`src/rtl/decode_stage_sequencer.sv`:
```
// decode_stage_sequencer: top-level phase sequencer for the image decompressor.
// Runs UART load -> enabled processing stages in ascending index order -> VGA
// display, and owns the single SRAM port, muxing address / write-enable /
// write-data from whichever phase currently holds it.
// Optional feature: define STAGE_WATCHDOG_EN to add a per-stage cycle watchdog
// with a sticky wdog_error flag; without it a stage may run indefinitely.
module decode_stage_sequencer #(
   parameter int unsigned NUM_STAGES   = 2,
   parameter int unsigned ADDR_W       = 18,
   parameter int unsigned DATA_W       = 16,
   parameter int unsigned UART_TIMEOUT = 50000000,
   parameter int unsigned WDOG_CYCLES  = 16777215
) (
   input  logic                         CLOCK_50_I,
   input  logic                         resetn,
   input  logic                         uart_rx_i,
   input  logic                         uart_sram_we_n,
   input  logic [ADDR_W-1:0]            uart_addr,
   input  logic [DATA_W-1:0]            uart_wdata,
   output logic                         uart_init,
   output logic                         uart_enable,
   input  logic [ADDR_W-1:0]            vga_addr,
   output logic                         vga_enable,
   input  logic [NUM_STAGES-1:0]        stage_en,
   output logic [NUM_STAGES-1:0]        stage_start,
   input  logic [NUM_STAGES-1:0]        stage_done,
   input  logic [NUM_STAGES*ADDR_W-1:0] stage_addr,
   input  logic [NUM_STAGES-1:0]        stage_we_n,
   input  logic [NUM_STAGES*DATA_W-1:0] stage_wdata,
   output logic [ADDR_W-1:0]            sram_addr,
   output logic                         sram_we_n,
   output logic [DATA_W-1:0]            sram_wdata,
   output logic [2:0]                   active_stage,
   output logic                         busy,
   output logic [7:0]                   frame_count,
   output logic                         wdog_error
);

   localparam int unsigned TIMER_W = 26;
   localparam int unsigned WDOG_W  = 24;
   localparam logic [TIMER_W-1:0] TIMER_LAST = TIMER_W'(UART_TIMEOUT - 1);

   if (NUM_STAGES < 1 || NUM_STAGES > 8) begin : g_bad_num_stages
      $error("decode_stage_sequencer: NUM_STAGES must be in 1..8");
   end
   if (UART_TIMEOUT < 1 || UART_TIMEOUT > (1 << TIMER_W)) begin : g_bad_timeout
      $error("decode_stage_sequencer: UART_TIMEOUT does not fit the 26-bit timer");
   end
   if (WDOG_CYCLES < 1 || WDOG_CYCLES > ((1 << WDOG_W) - 1)) begin : g_bad_wdog
      $error("decode_stage_sequencer: WDOG_CYCLES does not fit the 24-bit counter");
   end

   typedef enum logic [1:0] {S_IDLE, S_UART_RX, S_RUN} state_t;
   typedef struct packed {
      logic       found;
      logic [2:0] idx;
   } pick_t;

   // Lowest enabled stage with index >= lo.
   function automatic pick_t pick_from(input logic [NUM_STAGES-1:0] mask, input int lo);
      pick_t p;
      p = '0;
      for (int k = int'(NUM_STAGES) - 1; k >= 0; k--) begin
         if (k >= lo && mask[k]) begin
            p.found = 1'b1;
            p.idx   = 3'(k);
         end
      end
      return p;
   endfunction

   state_t                  state_q, state_d;
   logic [2:0]              idx_q, idx_d;
   logic [NUM_STAGES-1:0]   mask_q, mask_d;
   logic [TIMER_W-1:0]      timer_q, timer_d;
   logic [7:0]              frame_q, frame_d;
   logic                    uart_init_q, uart_init_d;
   logic                    uart_enable_q;
   logic                    vga_enable_q, vga_enable_d;
   logic [NUM_STAGES-1:0]   stage_start_q, stage_start_d;
`ifdef STAGE_WATCHDOG_EN
   logic [WDOG_W-1:0]       wdog_q, wdog_d;
   logic                    wdog_err_q, wdog_err_d;
   localparam logic [WDOG_W-1:0] WDOG_LAST = WDOG_W'(WDOG_CYCLES - 1);
`endif

   logic [ADDR_W-1:0]       sel_addr;
   logic [DATA_W-1:0]       sel_wdata;
   logic                    sel_we_n;
   logic                    sel_done;
   logic                    sel_start;
   pick_t                   first_pick, next_pick;

   // Pick out the signals of the stage currently indexed by idx_q.
   always_comb begin
      // NOTE: every signal written in an always_comb gets a default first, so no latch is inferred.
      sel_addr  = '0;
      sel_wdata = '0;
      sel_we_n  = 1'b1;
      sel_done  = 1'b0;
      sel_start = 1'b0;
      for (int k = 0; k < int'(NUM_STAGES); k++) begin
         if (idx_q == 3'(k)) begin
            sel_addr  = stage_addr[k*ADDR_W +: ADDR_W];
            sel_wdata = stage_wdata[k*DATA_W +: DATA_W];
            sel_we_n  = stage_we_n[k];
            sel_done  = stage_done[k];
            sel_start = stage_start_q[k];
         end
      end
   end

   // Next-state, timer, frame counter and registered-output decode.
   always_comb begin
      state_d     = state_q;
      idx_d       = idx_q;
      mask_d      = mask_q;
      timer_d     = timer_q;
      frame_d     = frame_q;
      uart_init_d = 1'b0;
`ifdef STAGE_WATCHDOG_EN
      wdog_d      = wdog_q;
      wdog_err_d  = wdog_err_q;
`endif
      first_pick  = pick_from(mask_q, 0);
      next_pick   = pick_from(mask_q, int'(idx_q) + 1);

      case (state_q)
         S_IDLE: begin
            if (!uart_rx_i) begin
               state_d     = S_UART_RX;
               uart_init_d = 1'b1;
               timer_d     = '0;
               mask_d      = stage_en;
`ifdef STAGE_WATCHDOG_EN
               wdog_err_d  = 1'b0;
`endif
            end
         end
         S_UART_RX: begin
            // Any write restarts the silence window; a write wins over the timeout.
            if (!uart_sram_we_n) begin
               timer_d = '0;
            end else if (timer_q == TIMER_LAST) begin
               if (first_pick.found) begin
                  state_d = S_RUN;
                  idx_d   = first_pick.idx;
`ifdef STAGE_WATCHDOG_EN
                  wdog_d  = '0;
`endif
               end else begin
                  state_d = S_IDLE;
                  frame_d = frame_q + 8'd1;
               end
            end else if (timer_q != '1) begin
               timer_d = timer_q + 1'b1;
            end
         end
         S_RUN: begin
            // Only the running stage's done counts, and only while its start is up.
            if (sel_start && sel_done) begin
               if (next_pick.found) begin
                  idx_d   = next_pick.idx;
`ifdef STAGE_WATCHDOG_EN
                  wdog_d  = '0;
`endif
               end else begin
                  state_d = S_IDLE;
                  frame_d = frame_q + 8'd1;
               end
            end
`ifdef STAGE_WATCHDOG_EN
            else if (wdog_q == WDOG_LAST) begin
               state_d    = S_IDLE;
               wdog_err_d = 1'b1;
            end else begin
               wdog_d = wdog_q + 1'b1;
            end
`endif
         end
         default: state_d = S_IDLE;
      endcase

      vga_enable_d = (state_d == S_IDLE);
      for (int k = 0; k < int'(NUM_STAGES); k++) begin
         stage_start_d[k] = (state_d == S_RUN) && (idx_d == 3'(k));
      end
   end

   // State and registered outputs; async reset drops any running stage's start at once.
   always_ff @(posedge CLOCK_50_I or negedge resetn) begin
      if (!resetn) begin
         state_q       <= S_IDLE;
         idx_q         <= '0;
         mask_q        <= '0;
         timer_q       <= '0;
         frame_q       <= '0;
         uart_init_q   <= 1'b0;
         uart_enable_q <= 1'b0;
         vga_enable_q  <= 1'b1;
         stage_start_q <= '0;
`ifdef STAGE_WATCHDOG_EN
         wdog_q        <= '0;
         wdog_err_q    <= 1'b0;
`endif
      end else begin
         // NOTE: sequential state uses non-blocking assignments only, so every flop samples pre-edge values.
         state_q       <= state_d;
         idx_q         <= idx_d;
         mask_q        <= mask_d;
         timer_q       <= timer_d;
         frame_q       <= frame_d;
         uart_init_q   <= uart_init_d;
         uart_enable_q <= uart_init_q;
         vga_enable_q  <= vga_enable_d;
         stage_start_q <= stage_start_d;
`ifdef STAGE_WATCHDOG_EN
         wdog_q        <= wdog_d;
         wdog_err_q    <= wdog_err_d;
`endif
      end
   end

   // SRAM port mux, driven from the registered phase so it never glitches on inputs.
   always_comb begin
      sram_addr  = vga_addr;
      sram_we_n  = 1'b1;
      sram_wdata = '0;
      case (state_q)
         S_UART_RX: begin
            sram_addr  = uart_addr;
            sram_we_n  = uart_sram_we_n;
            sram_wdata = uart_wdata;
         end
         S_RUN: begin
            sram_addr  = sel_addr;
            sram_we_n  = sel_we_n;
            sram_wdata = sel_wdata;
         end
         default: ;
      endcase
   end

   assign uart_init    = uart_init_q;
   assign uart_enable  = uart_enable_q;
   assign vga_enable   = vga_enable_q;
   assign stage_start  = stage_start_q;
   assign active_stage = (state_q == S_RUN) ? idx_q : 3'd0;
   assign busy         = (state_q != S_IDLE);
   assign frame_count  = frame_q;
`ifdef STAGE_WATCHDOG_EN
   assign wdog_error   = wdog_err_q;
`else
   assign wdog_error   = 1'b0;
`endif

endmodule

```
`config.mk`:
```
export PLATFORM = sky130hd
export DESIGN_NAME = decode_stage_sequencer
export DESIGN_NICKNAME = d
export VERILOG_FILES = /design/src/rtl/decode_stage_sequencer.sv
export SDC_FILE = /design/constraint.sdc
export NUM_CORES = 1
export LEC_CHECK = 0
export CAP_MARGIN = 20
export CORE_UTILIZATION = 30
export CTS_CLUSTER_DIAMETER = 30
export CTS_CLUSTER_SIZE = 12
export DETAILED_ROUTE_END_ITERATION = 10
export GPL_TIMING_DRIVEN = 0
export MAX_ROUTING_LAYER = met4
export PLACE_DENSITY = 0.64
export SETUP_SLACK_MARGIN = 0.05
export SLEW_MARGIN = 10
export SYNTH_ARGS = -nofsm -noshare
export SYNTH_HDL_FRONTEND = slang
export SYNTH_SLANG_ARGS = --single-unit
export TNS_END_PERCENT = 5
```
`constraint.sdc`:
```
create_clock -name CLOCK_50_I -period 2.9 [get_ports CLOCK_50_I]
set_input_delay 0.87 -clock CLOCK_50_I [delete_from_list [all_inputs] [get_ports CLOCK_50_I]]
set_output_delay 0.87 -clock CLOCK_50_I [all_outputs]
set_load 0.1 [all_outputs]
```
# Yosys cells after proc, flatten, opt, wreduce, memory -nomap -nowiden
# Cells that the tools add are included.
# totals
reg_bits,46
inputBits,130
elab_cells,89
# classes
addsub,3
order_cmp,2
n_eq_ne,15
muxes,44
bitwise,1
reduce_logical,15
# ops
cell,n
2-to-1 mux 26 bit,4
one-hot mux 26 bit (2 select lines),1
2-to-1 mux 8 bit,5
2-to-1 mux 18 bit,2
one-hot mux 18 bit (2 select lines),1
2-to-1 mux 16 bit,2
one-hot mux 16 bit (2 select lines),1
"adder 26 x 1 -> 26 bit, second input constant",1
"equality test 26 bit, second input constant",1
"inequality test 26 bit, second input constant",1
2-to-1 mux 3 bit,6
2-to-1 mux 4 bit,4
one-hot mux 8 bit (2 select lines),1
2-to-1 mux 2 bit,6
"inequality test 2 bit, second input constant",6
"adder 8 x 1 -> 8 bit, second input constant",1
">= comparator 1 x 4 -> 1 bit, first input constant",2
2-to-1 mux 1 bit,8
"equality test 3 x 1 -> 1 bit, second input constant",2
logical NOT 3 bit,2
"inequality test 3 bit, second input constant",2
one-hot mux 2 bit (3 select lines),1
one-hot mux 3 bit (2 select lines),1
AND reduction 6 bit,1
other kinds (10),18

# Longest topological paths before layout
# Gate-level depths: netlist of run 1.
# depth
depth_word,10
depth_mapped,10
ltp_nobuf,8

# Least setup slack after synthesis of run 1
# OpenSTA, ideal clock, no wires.
# synth_timing
path_type,reg2out
startpoint,register idx_q[1]
endpoint,output port sram_we_n
arrival_time_ns,4.544
required_time_ns,2.030
setup_slack_ns,-2.514
path_stages_with_launch,7
n_path_buf,1
path_cell_list,dfrtp_1 > inv_1 > ha_1 > nor2b_1 > clkbuf_1 > nor2b_1 > o311ai_0
# synth_between
elab_chain_len,4
elab_cells_between_ends,5
# synth_lines
item,line,source
start: declaration,73,"logic [2:0] idx_q, idx_d;"
start signal: assignment,209,idx_q <= idx_d;
logical NOT 3 bit,103,if (idx_q == 3'(k)) begin
2-to-1 mux 1 bit,103,
2-to-1 mux 1 bit (*),103,
one-hot mux 1 bit (2 select lines) (*),229,case (state_q)
end: declaration,31,"output logic sram_we_n,"
# Every way passes the cells marked *; elsewhere a longest branch is shown, timed or not.

# Final worst setup path of run 1
# layout_timing
startpoint,register idx_q[0]
endpoint,output port sram_wdata[1]
# layout_between
elab_chain_len,4
elab_cells_between_ends,5
# layout_lines
item,line,source
logical NOT 3 bit,103,
2-to-1 mux 16 bit,103,
2-to-1 mux 16 bit (*),103,
one-hot mux 16 bit (2 select lines) (*),229,
end: declaration,32,"output logic [DATA_W-1:0] sram_wdata,"
# Marked as above.

==> results of run 1 <==
==> registers in the layout (all words and copies together), names as in the netlist <==
name / flops
mask_q: 2
uart_init: 1
vga_enable: 1
uart_enable: 1
frame_count: 8
state_q: 2
stage_start: 2
timer_q: 26
idx_q: 3
==> power by group through the flow <==
stage	logic, W	clock network, W	registers (W)
2_1_floorplan	0.00262	0	0.000853
3_3_place_gp	0.00365	0	0.000747
3_5_place_dp	0.00367	0	0.000750
4_1_cts	0.00447	0.000658	0.000737
5_1_grt	0.00474	0.000686	0.000746
6_report	0.00459	0.000650	0.000738
==> path summary, 6_finish.rpt <==
check / start / end / cells after the start
min in group asynchronous: resetn / timer_q[18] / 1
max reg2reg: state_q[1] / timer_q[21] / 9
max: idx_q[0] / sram_wdata[1] / 9
min reg2reg: uart_init / uart_enable / 0
max in group asynchronous: resetn / vga_enable / 2
min: uart_init / uart_enable / 0
==> timing repair <==
item / 4_1_cts / 5_1_grt
pin swaps: 21 / 24
gates resized for setup: 406 / 40
buffers inserted: 7 / 2
endpoints found under the setup margin: 78 / 46
gates cloned: 2 / 1
==> synthesized netlist by cell type, types with 4 or more instances <==
library cell	n	area, sq um
a21oi_1	45	225.2
a22oi_1	34	255.2
a31oi_1	6	37.54
and2_1	21	131.4
and3_1	8	50.05
buf_4	5	37.54
clkbuf_1	25	93.84
dfrtp_1	45	1126
ha_1	9	112.6
inv_1	16	60.06
nand2_1	43	161.4
nand3_1	12	60.06
nand4_1	11	68.82
nor2_1	57	214.0
nor2b_1	4	25.02
nor3_1	4	20.02
o21ai_0	45	225.2
o31ai_1	10	75.07
o41ai_1	9	78.83
xnor2_1	6	52.55
==> logic make-up after synthesis <==
logic type	synth area share, %
flops	32.34
other cells	0.1052
buf+inv	5.969
xor+xnor	1.721
fa+ha+maj	3.160
simple gates	26.69
compound gates	29.07
mux	0.9480
==> routing by layer <==
metal	GRT usage, %	up-vias
met4	8.037	0
met2	45.03	191
met5	-	-
met3	5.796	23
met1	25.87	2134
li1	-	2107
==> metrics by stage <==
stage          worst slack [ps]  setup TNS [ps]
6_report                 -168.8           -4382
5_1_grt                  -244.3           -7051
4_1_cts                  -168.6           -3900
3_5_place_dp              -1418          -67110
3_3_place_gp              -1457          -83820
2_1_floorplan            -384.7           -9104
==> layout make-up <==
class	count	area share, %
antenna	3	0.1111
buffer	33	4.223
clock buffer	5	1.852
clock inverter	3	0.5927
inverter	16	0.8891
multi-input combinational	369	37.93
sequential	46	17.10
tap	143	2.649
timing repair buffer	195	34.65
==> impl_metrics.csv, run 1 <==
group,metric,value,unit
sta,fin_crit_sh,105.8,%
power,clock_power_share,10.9,%
setup_path,worst-path-max-fanout,10,
logic_synthesis,postSynthCellCount,464,
logic_synthesis,ys_warn_count,0,
final_layout,postLayoutCellArea,6755,sq um
detailed_routing,drt_first_iter_violations,236,
run_status,violations,"design-rule violations, negative setup slack",
detailed_routing,met3WireLength,1.067,mm
logic_synthesis,synth_area_per_cell,7.680,sq um
floorplan,fp.dieH,111.0,um
place,dpl-instance-area,5772,sq um
logic_synthesis,synth-edff-count,0,
setup_path,crit_path_max_incr_delay,450,ps
clocking,cts_buffers,5,
logic_synthesis,synth_ff_type,"dfrtp_1",
setup_path,crit_type,"flip-flop to output port",
final_layout,drive_above_1_share,24.59,%
grt,grt_max_degree,28,
setup_path,r2r_slack,280,ps
detailed_routing,wl_met2,7.942,mm
floorplan,die_w,111.0,um
sta,slew_headroom,32.39,%
detailed_routing,drt-vias-per-instance,5.480,
place,dp.cells,790,
sta,rsz0062_at_grt,"true",
floorplan,core-area,11520,sq um
grt,grt_pass1_wl,23.21,mm
setup_path,critPathLaunchType,"flip-flop",
setup_path,arrival,2200,ps
clocking,cts_tree,"done",
sta,fin_worst_skew,4.607,ps
logic_synthesis,syn-num-nets,603,
logic_synthesis,seq_area_frac_synth,32.34,%
clocking,cts.sinks,46,
setup_path,cp_common_cell,"buf_12",
setup_path,slowest_stage,"dfrtp_2",
final_layout,multi_input_area,2562,sq um
floorplan,start_util,30.94,%
power,power.net_switching,0.003209,W
floorplan,ioPinCount,183,
grt,grt.total_usage,24.59,%
run_status,status,"finished, violations left",
sta,hold_violations,0,
place,place.gp.congestion,0.9115,
power,vdd_drop_max,0.0007838,V
sta,worst_pin_slew,1011,ps
setup_path,cp.required,2030,ps
clocking,cts_hold_buf,0,
clocking,clk_latency,290,ps
place,io_buffers,181,
final_layout,seq_area,1155,sq um
final_layout,fill_cells,1025,
power,combPwrFrac,76.8,%
sta,clock.fmax,325.9,MHz
detailed_routing,ant_nets,0,
logic_synthesis,ys_seq_elements,46,
detailed_routing,drt_pre_antenna_iters,8,
grt,antenna_found_initial,3,
final_layout,syn_to_final_growth,89.57,%
power,internal_power,0.002768,W
final_layout,final_cell_mix,"clkdlybuf4s50_1, nor2_1, nand2_1, dfrtp_1, buf_12",
detailed_routing,wl,15.27,mm
sta,fin_ws,-168.8,ps
grt,grt-ovfl-total,0,
final_layout,layout.nets,805,
grt,grt_pass1_vias,4516,
clocking,htreeDepth,2,
final_layout,fin_cells,813,
clocking,clk_pin_slew,60,ps
sta,final.min_clock_period,3069,ps
power,p_leak,2.701,nW
power,switching_share,53.68,%
clocking,root_buffer,"clkbuf_16",
power,power.density,884.8,nW/um^2
sta,holdWs,379.4,ps
setup_path,path_cells,"inv_2, ha_4, nor3b_4, buf_12, clkbuf_8, a22oi_1, o21ai_0, and2_1, buf_12",
power,power,0.005977,W
detailed_routing,wl_per_cell,18.78,um
logic_synthesis,synthesis.area,3563,sq um
place,dp_hpwl,11.48,mm
detailed_routing,met1Wirelength,5.832,mm
floorplan,dieArea,12320,sq um
job,cap_violations,0,
final_layout,utilization,58.66,%
logic_synthesis,async_flop_share,100.0,%
detailed_routing,top_layer,"met4",
logic_synthesis,yosysUniqueCellTypes,56,
detailed_routing,drc_errors,9,
setup_path,critPathTopFamily,"buffers and inverters",
sta,drv_slew,0,
final_layout,final_common_cell,"clkdlybuf4s50_1",
floorplan,rows,39,
detailed_routing,vias,4455,
clocking,cts_buffer_depth,2,
power,pwr-share-seq,12.4,%
setup_path,end_kind,"output port",
setup_path,critPathBufInv,4,
worst_hold_path,hold_path.class,"flip-flop to flip-flop",
sta,setup_viol,34,
(Power assumes the default switching activity.)
==> run 2: changes to the inputs <==
- CELL_PAD_IN_SITES_DETAIL_PLACEMENT: default -> 1
- CELL_PAD_IN_SITES_GLOBAL_PLACEMENT: default -> 1
- CORE_MARGIN: default -> 2
- CORE_UTILIZATION: 30 -> 28
- PLACE_DENSITY: 0.64 -> 0.83
==> impl_metrics.csv, run 2 (same netlist as run 1, synthesis figures left out) <==
group,metric,value,unit
run_status,status,"finished, violations left",
run_status,violations,"negative setup slack",
final_layout,multi_input_area,2656,sq um
clocking,htreeDepth,2,
clocking,cts_hold_buf,0,
floorplan,die_w,116.8,um
grt,grt_max_degree,29,
clocking,clk_pin_slew,70,ps
clocking,cts_buffer_depth,2,
clocking,cts.sinks,46,
place,io_buffers,181,
floorplan,core-area,12520,sq um
power,power,0.006034,W
final_layout,final_common_cell,"clkdlybuf4s50_1",
final_layout,fill_cells,1413,
clocking,cts_buffers,5,
sta,setup_viol,35,
setup_path,worst-path-max-fanout,10,
power,clock_power_share,9.8,%
sta,rsz0062_at_grt,"true",
final_layout,drive_above_1_share,28.49,%
final_layout,syn_to_final_growth,92.06,%
place,dp_hpwl,12.82,mm
sta,drv_slew,0,
detailed_routing,ant_nets,0,
grt,grt_pass1_vias,5215,
floorplan,fp.dieH,116.8,um
place,place.gp.congestion,0.8923,
clocking,root_buffer,"clkbuf_16",
sta,holdWs,376.6,ps
detailed_routing,wl,19.31,mm
detailed_routing,wl_per_cell,22.88,um
final_layout,largest_register_ff_count,26,
power,combPwrFrac,77.9,%
floorplan,start_util,28.47,%
power,power.net_switching,0.003329,W
sta,hold_violations,0,
power,switching_share,55.16,%
worst_hold_path,hold_path.class,"flip-flop to flip-flop",
job,cap_violations,0,
sta,slew_headroom,33.07,%
setup_path,cp.required,2030,ps
floorplan,rows,41,
floorplan,ioPinCount,183,
clocking,clk_latency,290,ps
setup_path,critPathLaunchType,"flip-flop",
final_layout,seq_area,1155,sq um
power,pwr-share-seq,12.3,%
sta,fin_worst_skew,7.668,ps
sta,final.min_clock_period,3116,ps
clocking,cts_tree,"done",
setup_path,end_kind,"output port",
final_layout,fin_cells,844,
grt,grt_pass1_wl,28.15,mm
detailed_routing,drt_first_iter_violations,195,
detailed_routing,drc_errors,0,
final_layout,postLayoutCellArea,6844,sq um
place,dp.cells,818,
final_layout,utilization,54.68,%
final_layout,regMostFlops,"timer_q",
power,p_leak,2.719,nW
sta,fin_ws,-216.4,ps
sta,fin_crit_sh,107.5,%
power,internal_power,0.002705,W
power,vdd_drop_max,0.001082,V
detailed_routing,drt_pre_antenna_iters,5,
floorplan,dieArea,13640,sq um
sta,worst_pin_slew,1001,ps
final_layout,final_cell_mix,"clkdlybuf4s50_1, nor2_1, nand2_1, dfrtp_1, buf_12",
sta,clock.fmax,320.9,MHz
detailed_routing,vias,4685,
grt,grt-ovfl-total,0,
grt,grt.total_usage,27.97,%
final_layout,layout.nets,805,
grt,antenna_found_initial,1,
setup_path,arrival,2250,ps
setup_path,crit_type,"flip-flop to output port",
detailed_routing,drt-vias-per-instance,5.551,
place,dpl-instance-area,5797,sq um
power,power.density,881.6,nW/um^2
## run 2: timing repair
action                     CTS  global route
pin swaps                   14             9
buffers inserted            10             2
setup endpoints to repair   78            69
resized for setup          435            43
cloned                       1             0
## run 2: worst max-delay path, cell delays in order (launching register included)
cell      delay [ps]
dfrtp_1          400
inv_2             90
ha_4             190
nor2b_2          150
clkbuf_8         170
clkbuf_8         170
a22oi_1          230
nor2_2            80
a21oi_2          190
a21oi_4           90
buf_12           180
## run 2: per-stage QoR
stage          TNS, ps  setup WS, ps
2_1_floorplan    -9104        -384.7
3_3_place_gp    -81540         -1393
3_5_place_dp    -70820         -1468
4_1_cts          -1882        -101.0
5_1_grt          -7752        -285.7
6_report         -4995        -216.4
## run 2: area by class of cell
type	instances	share of cell area, %
flip-flops and latches	46	16.87
diodes	5	0.1828
clock buffers	7	2.084
inverters	16	0.9324
clock inverters	1	0.07313
plain buffers	33	4.516
repair buffers	195	33.38
multi-input cells	369	38.81
well taps	172	3.144
## run 2: power by group through the flow
| stage | combinational, W | clock, W | sequential [W] |
|---|---|---|---|
| finish | 0.00470 | 0.000592 | 0.000741 |
| CTS | 0.00458 | 0.000589 | 0.000739 |
| floorplan | 0.00262 | 0 | 0.000853 |
| global route | 0.00485 | 0.000629 | 0.000749 |
| detailed placement | 0.00371 | 0 | 0.000752 |
| global placement | 0.00367 | 0 | 0.000747 |
## run 2: layer usage
layer,track usage (%),up-vias,share of wire [%]
li1,-,2102,-
met1,29.59,2312,36
met2,50.79,226,54
met3,5.767,45,6.3
met4,11.37,0,2.9
met5,-,-,0
## run 2: worst paths after layout
check | startpoint | end | slack (ps) | cells after the start
setup reg to reg | state_q[0] | stage_start[1] | 200 | 9
max in group asynchronous | resetn | vga_enable | 1760 | 2
setup / recovery | idx_q[1] | sram_addr[9] | -220 | 10
hold / removal | uart_init | uart_enable | 380 | 0
min in group asynchronous | resetn | timer_q[1] | 540 | 1
hold reg to reg | uart_init | uart_enable | 380 | 0
